<file path="src/rtl/instr_decode_stage.sv">
// rtl/instr_decode_stage.sv - RV32I decode stage feeding a DEPTH-entry in-order output FIFO
// Optional M-extension decode is enabled by defining MULDIV_EN.
module instr_decode_stage #(
    parameter int XLEN    = 32,
    parameter int DEPTH   = 2,
    parameter int ALUOP_W = 4
) (
    input  logic               clk,
    input  logic               rstn,
    input  logic               flush,
    input  logic               inValid,
    output logic               inReady,
    input  logic [31:0]        instr,
    input  logic [XLEN-1:0]    pc,
    output logic [4:0]         regNum0,
    output logic [4:0]         regNum1,
    input  logic [XLEN-1:0]    regReadData0,
    input  logic [XLEN-1:0]    regReadData1,
    output logic               outValid,
    input  logic               outReady,
    output logic [ALUOP_W-1:0] aluOp,
    output logic [XLEN-1:0]    aluX,
    output logic [XLEN-1:0]    aluY,
    output logic [XLEN-1:0]    storeData,
    output logic [4:0]         rd,
    output logic               regWriteEnable,
    output logic               memRead,
    output logic               memWrite,
    output logic [2:0]         func3Out,
    output logic               branch,
    output logic               jump,
    output logic [XLEN-1:0]    outPc,
    output logic               illegal
`ifdef MULDIV_EN
    ,
    output logic               mulDiv,
    output logic [2:0]         mulDivOp
`endif
);

    localparam int PW = $clog2(DEPTH);
    localparam int CW = PW + 1;

    localparam logic [ALUOP_W-1:0] ALU_ADD  = ALUOP_W'(0);
    localparam logic [ALUOP_W-1:0] ALU_SUB  = ALUOP_W'(1);
    localparam logic [ALUOP_W-1:0] ALU_SLL  = ALUOP_W'(2);
    localparam logic [ALUOP_W-1:0] ALU_SLT  = ALUOP_W'(3);
    localparam logic [ALUOP_W-1:0] ALU_SLTU = ALUOP_W'(4);
    localparam logic [ALUOP_W-1:0] ALU_XOR  = ALUOP_W'(5);
    localparam logic [ALUOP_W-1:0] ALU_SRL  = ALUOP_W'(6);
    localparam logic [ALUOP_W-1:0] ALU_SRA  = ALUOP_W'(7);
    localparam logic [ALUOP_W-1:0] ALU_OR   = ALUOP_W'(8);
    localparam logic [ALUOP_W-1:0] ALU_AND  = ALUOP_W'(9);

    typedef struct packed {
        logic [ALUOP_W-1:0] aluOp;
        logic [XLEN-1:0]    aluX;
        logic [XLEN-1:0]    aluY;
        logic [XLEN-1:0]    storeData;
        logic [4:0]         rd;
        logic               regWriteEnable;
        logic               memRead;
        logic               memWrite;
        logic [2:0]         func3;
        logic               branch;
        logic               jump;
        logic [XLEN-1:0]    pc;
        logic               illegal;
`ifdef MULDIV_EN
        logic               mulDiv;
        logic [2:0]         mulDivOp;
`endif
    } bundle_t;

    function automatic logic [ALUOP_W-1:0] baseOp(input logic [2:0] f3, input logic alt);
        case (f3)
            3'd0:    baseOp = alt ? ALU_SUB : ALU_ADD;
            3'd1:    baseOp = ALU_SLL;
            3'd2:    baseOp = ALU_SLT;
            3'd3:    baseOp = ALU_SLTU;
            3'd4:    baseOp = ALU_XOR;
            3'd5:    baseOp = alt ? ALU_SRA : ALU_SRL;
            3'd6:    baseOp = ALU_OR;
            default: baseOp = ALU_AND;
        endcase
    endfunction

    logic [6:0] opcode, func7;
    logic [2:0] func3;
    logic signed [11:0] immI12, immS12;
    logic signed [31:0] immU32;
    logic signed [20:0] immJ21;
    logic [XLEN-1:0] immI, immS, immU, immJ, shamt;

    assign opcode  = instr[6:0];
    assign func3   = instr[14:12];
    assign func7   = instr[31:25];
    assign regNum0 = instr[19:15];
    assign regNum1 = instr[24:20];

    assign immI12 = instr[31:20];
    assign immS12 = {instr[31:25], instr[11:7]};
    assign immU32 = {instr[31:12], 12'b0};
    assign immJ21 = {instr[31], instr[19:12], instr[20], instr[30:21], 1'b0};
    assign immI   = XLEN'(immI12);
    assign immS   = XLEN'(immS12);
    assign immU   = XLEN'(immU32);
    assign immJ   = XLEN'(immJ21);
    assign shamt  = XLEN'(instr[24:20]);

    bundle_t dec;
    logic    writesRd, badInstr;

    always_comb begin
        dec       = '0;
        dec.pc    = pc;
        dec.rd    = instr[11:7];
        dec.func3 = func3;
        dec.aluOp = ALU_ADD;
        writesRd  = 1'b0;
        badInstr  = 1'b0;
        case (opcode)
            7'b0110011: begin
                dec.aluX = regReadData0;
                dec.aluY = regReadData1;
                writesRd = 1'b1;
                if (func7 == 7'b0000000)
                    dec.aluOp = baseOp(func3, 1'b0);
                else if (func7 == 7'b0100000 && (func3 == 3'd0 || func3 == 3'd5))
                    dec.aluOp = baseOp(func3, 1'b1);
`ifdef MULDIV_EN
                else if (func7 == 7'b0000001) begin
                    dec.mulDiv   = 1'b1;
                    dec.mulDivOp = func3;
                end
`endif
                else
                    badInstr = 1'b1;
            end
            7'b0010011: begin
                dec.aluX  = regReadData0;
                // shifts take the 5-bit shamt; instr[30] only distinguishes srai
                dec.aluY  = (func3 == 3'd1 || func3 == 3'd5) ? shamt : immI;
                dec.aluOp = baseOp(func3, func3 == 3'd5 && instr[30]);
                writesRd  = 1'b1;
            end
            7'b0000011: begin
                dec.aluX    = regReadData0;
                dec.aluY    = immI;
                dec.memRead = 1'b1;
                writesRd    = 1'b1;
            end
            7'b0100011: begin
                dec.aluX      = regReadData0;
                dec.aluY      = immS;
                dec.storeData = regReadData1;
                dec.memWrite  = 1'b1;
            end
            7'b1100011: begin
                dec.aluX   = regReadData0;
                dec.aluY   = regReadData1;
                dec.branch = 1'b1;
                case (func3)
                    3'd0, 3'd1: dec.aluOp = ALU_SUB;
                    3'd4, 3'd5: dec.aluOp = ALU_SLT;
                    3'd6, 3'd7: dec.aluOp = ALU_SLTU;
                    default:    badInstr  = 1'b1;
                endcase
            end
            7'b0110111: begin
                dec.aluY = immU;
                writesRd = 1'b1;
            end
            7'b0010111: begin
                dec.aluX = pc;
                dec.aluY = immU;
                writesRd = 1'b1;
            end
            7'b1101111: begin
                dec.aluX = pc;
                dec.aluY = immJ;
                dec.jump = 1'b1;
                writesRd = 1'b1;
            end
            7'b1100111: begin
                dec.aluX = regReadData0;
                dec.aluY = immI;
                dec.jump = 1'b1;
                writesRd = 1'b1;
            end
            default: badInstr = 1'b1;
        endcase
        dec.illegal        = badInstr;
        dec.regWriteEnable = writesRd && (instr[11:7] != 5'd0) && !badInstr;
        if (badInstr) begin
            dec.memRead  = 1'b0;
            dec.memWrite = 1'b0;
            dec.branch   = 1'b0;
            dec.jump     = 1'b0;
        end
    end

    bundle_t        mem [DEPTH];
    bundle_t        head;
    logic [PW-1:0]  wrPtr, rdPtr;
    logic [CW-1:0]  count;
    logic           push, pop;

    // inReady depends only on registered count and flush, never on outReady
    assign inReady  = (count < CW'(DEPTH)) && !flush;
    assign outValid = (count != '0);
    assign push     = inValid && inReady;
    assign pop      = outValid && outReady && !flush;

    always_ff @(posedge clk or negedge rstn) begin
        if (!rstn) begin
            count <= '0;
            wrPtr <= '0;
            rdPtr <= '0;
        end else if (flush) begin
            count <= '0;
            wrPtr <= '0;
            rdPtr <= '0;
        end else begin
            if (push)
                wrPtr <= wrPtr + 1'b1;
            if (pop)
                rdPtr <= rdPtr + 1'b1;
            count <= count + CW'(push) - CW'(pop);
        end
    end

    always_ff @(posedge clk) begin
        if (push)
            mem[wrPtr] <= dec;
    end

    assign head           = outValid ? mem[rdPtr] : '0;
    assign aluOp          = head.aluOp;
    assign aluX           = head.aluX;
    assign aluY           = head.aluY;
    assign storeData      = head.storeData;
    assign rd             = head.rd;
    assign regWriteEnable = head.regWriteEnable;
    assign memRead        = head.memRead;
    assign memWrite       = head.memWrite;
    assign func3Out       = head.func3;
    assign branch         = head.branch;
    assign jump           = head.jump;
    assign outPc          = head.pc;
    assign illegal        = head.illegal;
`ifdef MULDIV_EN
    assign mulDiv         = head.mulDiv;
    assign mulDivOp       = head.mulDivOp;
`endif

endmodule
</file>
<file path="config.mk">
export PLATFORM = sky130hd
export DESIGN_NAME = instr_decode_stage
export DESIGN_NICKNAME = d
export VERILOG_FILES = /design/src/rtl/instr_decode_stage.sv
export SDC_FILE = /design/constraint.sdc
export NUM_CORES = 1
export LEC_CHECK = 0
export ABC_CLOCK_PERIOD_IN_PS = 7500
export CAP_MARGIN = 5
export CORE_ASPECT_RATIO = 0.7
export CORE_UTILIZATION = 47
export CTS_BUF_LIST = sky130_fd_sc_hd__clkbuf_8
export DETAILED_ROUTE_END_ITERATION = 8
export GPL_TIMING_DRIVEN = 0
export PLACE_DENSITY = 0.78
export RECOVER_POWER = 25
export SLEW_MARGIN = 40
export SYNTH_ARGS = -nofsm -noshare
export SYNTH_HDL_FRONTEND = slang
export SYNTH_SLANG_ARGS = --single-unit
</file>
<file path="constraint.sdc">
create_clock -name clk -period 7.5 [get_ports clk]
set_clock_uncertainty 0.15 [all_clocks]
set_input_delay 0.75 -clock clk [delete_from_list [all_inputs] [get_ports clk]]
set_output_delay 0.75 -clock clk [all_outputs]
set_load 0.02 [all_outputs]
</file>
==> impl_metrics.env <==
export IMPL_cts_tree="done"
export IMPL_pre_cts_slack_ns=3.89
export IMPL_postLayoutCoreUtil_pct=64.2
export IMPL_routed_wl_um=33800
export IMPL_fin_hold_ws_ns=0.308
export IMPL_cts_setup_buffers=0
export IMPL_grt_max_degree=40
export IMPL_period_share_pct=59.6
export IMPL_synth_cell_types=59
export IMPL_antenna_found_initial=3
export IMPL_synth_main_ff_cell="edfxtp_1"
export IMPL_min_delay_path_class="in2async"
export IMPL_synth_fa_ha_area_share_pct=0.195
export IMPL_yosysMostFrequentCell="edfxtp_1"
export IMPL_reg2reg_to="mem[1][136]$_DFFE_PP_"
export IMPL_core_area_um2=26800
export IMPL_cts_htree_levels=2
export IMPL_required_ns=7.62
export IMPL_ir_drop_uv=161
export IMPL_drtIter0Drc=589
export IMPL_yosysTopAreaCellShare_pct=68.5
export IMPL_yosys_area_share_simple_pct=9.40
export IMPL_cpMaxStageDelayCell="clkbuf_1"
export IMPL_wl_per_cell_um=20.7
export IMPL_cp_top_family="buffers and inverters"
export IMPL_drt_drc_violations_left=0
export IMPL_critPathKind="in2reg"
export IMPL_synthTopCellsByArea="edfxtp_1 68%, mux2i_1 11%, nor2_1 4.6%"
export IMPL_synth_compound_area_share_pct=6.31
export IMPL_grt_use_total_pct=24.2
export IMPL_yosys_area_top_type="edfxtp_1"
export IMPL_setup_worst_path_end="mem[1][136]$_DFFE_PP_"
export IMPL_io_pins=291
export IMPL_clk_pin_slew_ns=0.06
export IMPL_grt_pass1_vias=8789
export IMPL_drtAntennaViolNets=0
export IMPL_critPathArrivalTime_ns=4.59
export IMPL_cap_violations=2
export IMPL_muxShareOfSynthArea_pct=11.5
export IMPL_r2r_start="count[1]$_DFF_PN0_"
export IMPL_slew_limit_headroom_pct=-55.6
export IMPL_place_area_um2=16500
export IMPL_final_layout_size_suffix_gt1_share_pct=8.85
export IMPL_ys_async_sr_fraction_pct=1.35
export IMPL_num_vias=8825
export IMPL_insertion_delay_ns=0.57
export IMPL_reg2reg_slack_ns=3.44
export IMPL_place_congestion=0.845
export IMPL_synth_xor_area_share_pct=0.410
export IMPL_cts_sinks=296
export IMPL_fmax_mhz=224
export IMPL_grt_pass1_wl_um=50300
export IMPL_synth_area_per_cell_um2=14.5
export IMPL_final_area_um2=17200
export IMPL_crit_path_start_kind="input port"
export IMPL_p_per_area_nw_per_um2=260
export IMPL_synth_top_family_by_area="multiplexers"
export IMPL_worstMarginPinSlew_ns=2.33
export IMPL_setup_viol=0
export IMPL_crit_path_end_kind="register"
export IMPL_leakagePower_nw=5.81
export IMPL_syn_to_final_growth_pct=34.2
export IMPL_syn_area_um2=12800
export IMPL_overflow=0
export IMPL_numPortBuffers=289
export IMPL_dp_hpwl_um=24000
export IMPL_cts_inserted_buffers=47
export IMPL_max_stage_delay_ns=1.53
export IMPL_cts_resized_gates=0
export IMPL_fin_ws_ns=3.03
export IMPL_chipHeight_um=140
export IMPL_rsz0062_at_grt="no"
export IMPL_first_pass_iters=5
export IMPL_vias_per_cell=5.40
export IMPL_synth_seq_area_share_pct=69.2
export IMPL_critical_path_buf_inv_count=4
export IMPL_syn_instance_count=881
export IMPL_period_minus_slack_ns=4.47
export IMPL_cp_depth=6
export IMPL_die_w_um=199
export IMPL_yosys_warnings=0
export IMPL_clockBufferDepth=3
export IMPL_design_die_area_um2=27900
export IMPL_violations="max-capacitance violations, max-slew violations"
export IMPL_synth_common_cells="292 x edfxtp_1, 158 x nor2_1, 146 x mux2i_1, 38 x a22o_1, 33 x and2_1"
export IMPL_rows=50
export IMPL_root_buffer="clkbuf_8"
export IMPL_ff2ff_path_depth=5
export IMPL_status="finished, violations left"
export IMPL_synth_edf_count=292
export IMPL_postCtsHoldBufs=0
export IMPL_postSynthNetCount=1016
export IMPL_start_util_pct=47.8
export IMPL_synth_seq_cells=296
export IMPL_finalHoldViolCount=0
export IMPL_slew_viol_final=75
export IMPL_cp_max_fo=35
export IMPL_cp_cell_sequence="dlygate4sd3_1 -> nor2_1 -> and3_1 -> clkbuf_1 -> buf_12 -> buf_16"
export IMPL_cp_startpoint="flush"
export IMPL_fin_nets=1367
[routing by layer]
metal | wire length [µm] | part of all wire, % | track usage [%]
met3 | 2780 | 8.2 | 5.54
met2 | 15300 | 45 | 36.4
met4 | 512 | 1.5 | 6.52
met1 | 15200 | 45 | 35.2
met5 | 0 | 0 | 0
[final cells by class]
type | count | area, µm²
fill | 2087 | 9590
sequential | 296 | 8870
multi-input combinational | 510 | 3560
timing repair buffer | 302 | 3120
clock buffer | 47 | 647
tap | 364 | 455
buffer | 69 | 347
clock inverter | 36 | 158
inverter | 6 | 22.5
antenna | 4 | 10.0
[cells in the final DEF (no fill, tap or decap), types with 3 or more instances in the layout]
| cell | instances |
|---|---|
| edfxtp_1 | 292 |
| clkdlybuf4s50_1 | 242 |
| nor2_1 | 158 |
| mux2i_1 | 146 |
| clkbuf_8 | 47 |
| dlygate4sd3_1 | 47 |
| a22o_1 | 38 |
| and2_1 | 31 |
| clkbuf_1 | 29 |
| inv_1 | 25 |
| nand2_1 | 22 |
| buf_2 | 20 |
| o21ai_0 | 16 |
| buf_4 | 14 |
| a221o_1 | 12 |
| clkinv_1 | 10 |
| o211ai_1 | 10 |
| nor2b_1 | 7 |
| buf_1 | 6 |
| nand2b_1 | 5 |
| a22oi_1 | 5 |
| buf_16 | 5 |
| diode_2 | 4 |
| nor3_1 | 4 |
| clkinv_2 | 4 |
| dfrtp_1 | 4 |
| buf_8 | 4 |
| and3_1 | 3 |
| xnor2_1 | 3 |
| xor2_1 | 3 |
| nand3_1 | 3 |
| o41ai_1 | 3 |
| a21oi_1 | 3 |
[stage by stage]
step	setup TNS, ns	power (mW)	std cells
5_1_grt	0	4.66	1633
3_5_place_dp	0	3.31	1547
4_1_cts	0	4.52	1630
2_1_floorplan	0	2.67	881
3_3_place_gp	-82.77	3.28	1534
6_report	0	4.47	1634
[worst min path at each step]
stage                              end  cells after the start  slack (ns)
global placement     wrPtr$_DFFE_PN0P_                      2        0.41
floorplan           count[0]$_DFF_PN0_                      0        0.30
global route         rdPtr$_DFFE_PN0P_                      1        0.28
CTS                  rdPtr$_DFFE_PN0P_                      1        0.20
detailed placement  count[0]$_DFF_PN0_                      2        0.46
finish              count[1]$_DFF_PN0_                      1        0.31
[power breakdown]
group	internal, mW	total, mW	leakage, nW	switching, mW
clock network	0.587	1.21	0.489	0.624
logic	0.556	1.31	2.59	0.752
registers	1.93	1.95	2.74	0.0249
[flip-flops by register name, indices dropped and copies added (netlist names)]
name   flops
rdPtr      1
mem      292
wrPtr      1
count      2
[worst reg2reg max path, cell delays in order, from the launching register on]
cell and delay, ns:
dfrtp_1 0.43, nor2_1 0.21, and3_1 0.84, clkbuf_1 1.53
buf_12 0.35, buf_16 0.23
[cell families (layout without fill, tap and decap cells)]
| group | Yosys count | after routing |
|---|---|---|
| AO/OA/AOI/OAI | 101 | 101 |
| XOR/XNOR | 6 | 6 |
| adder cells (fa/ha/maj) | 2 | 2 |
| buffers and inverters | 75 | 460 |
| flip-flops | 296 | 296 |
| multiplexers | 147 | 147 |
| other | 0 | 4 |
| AND/OR/NAND/NOR | 254 | 254 |
Note: power is estimated with default switching activity, not from simulation.
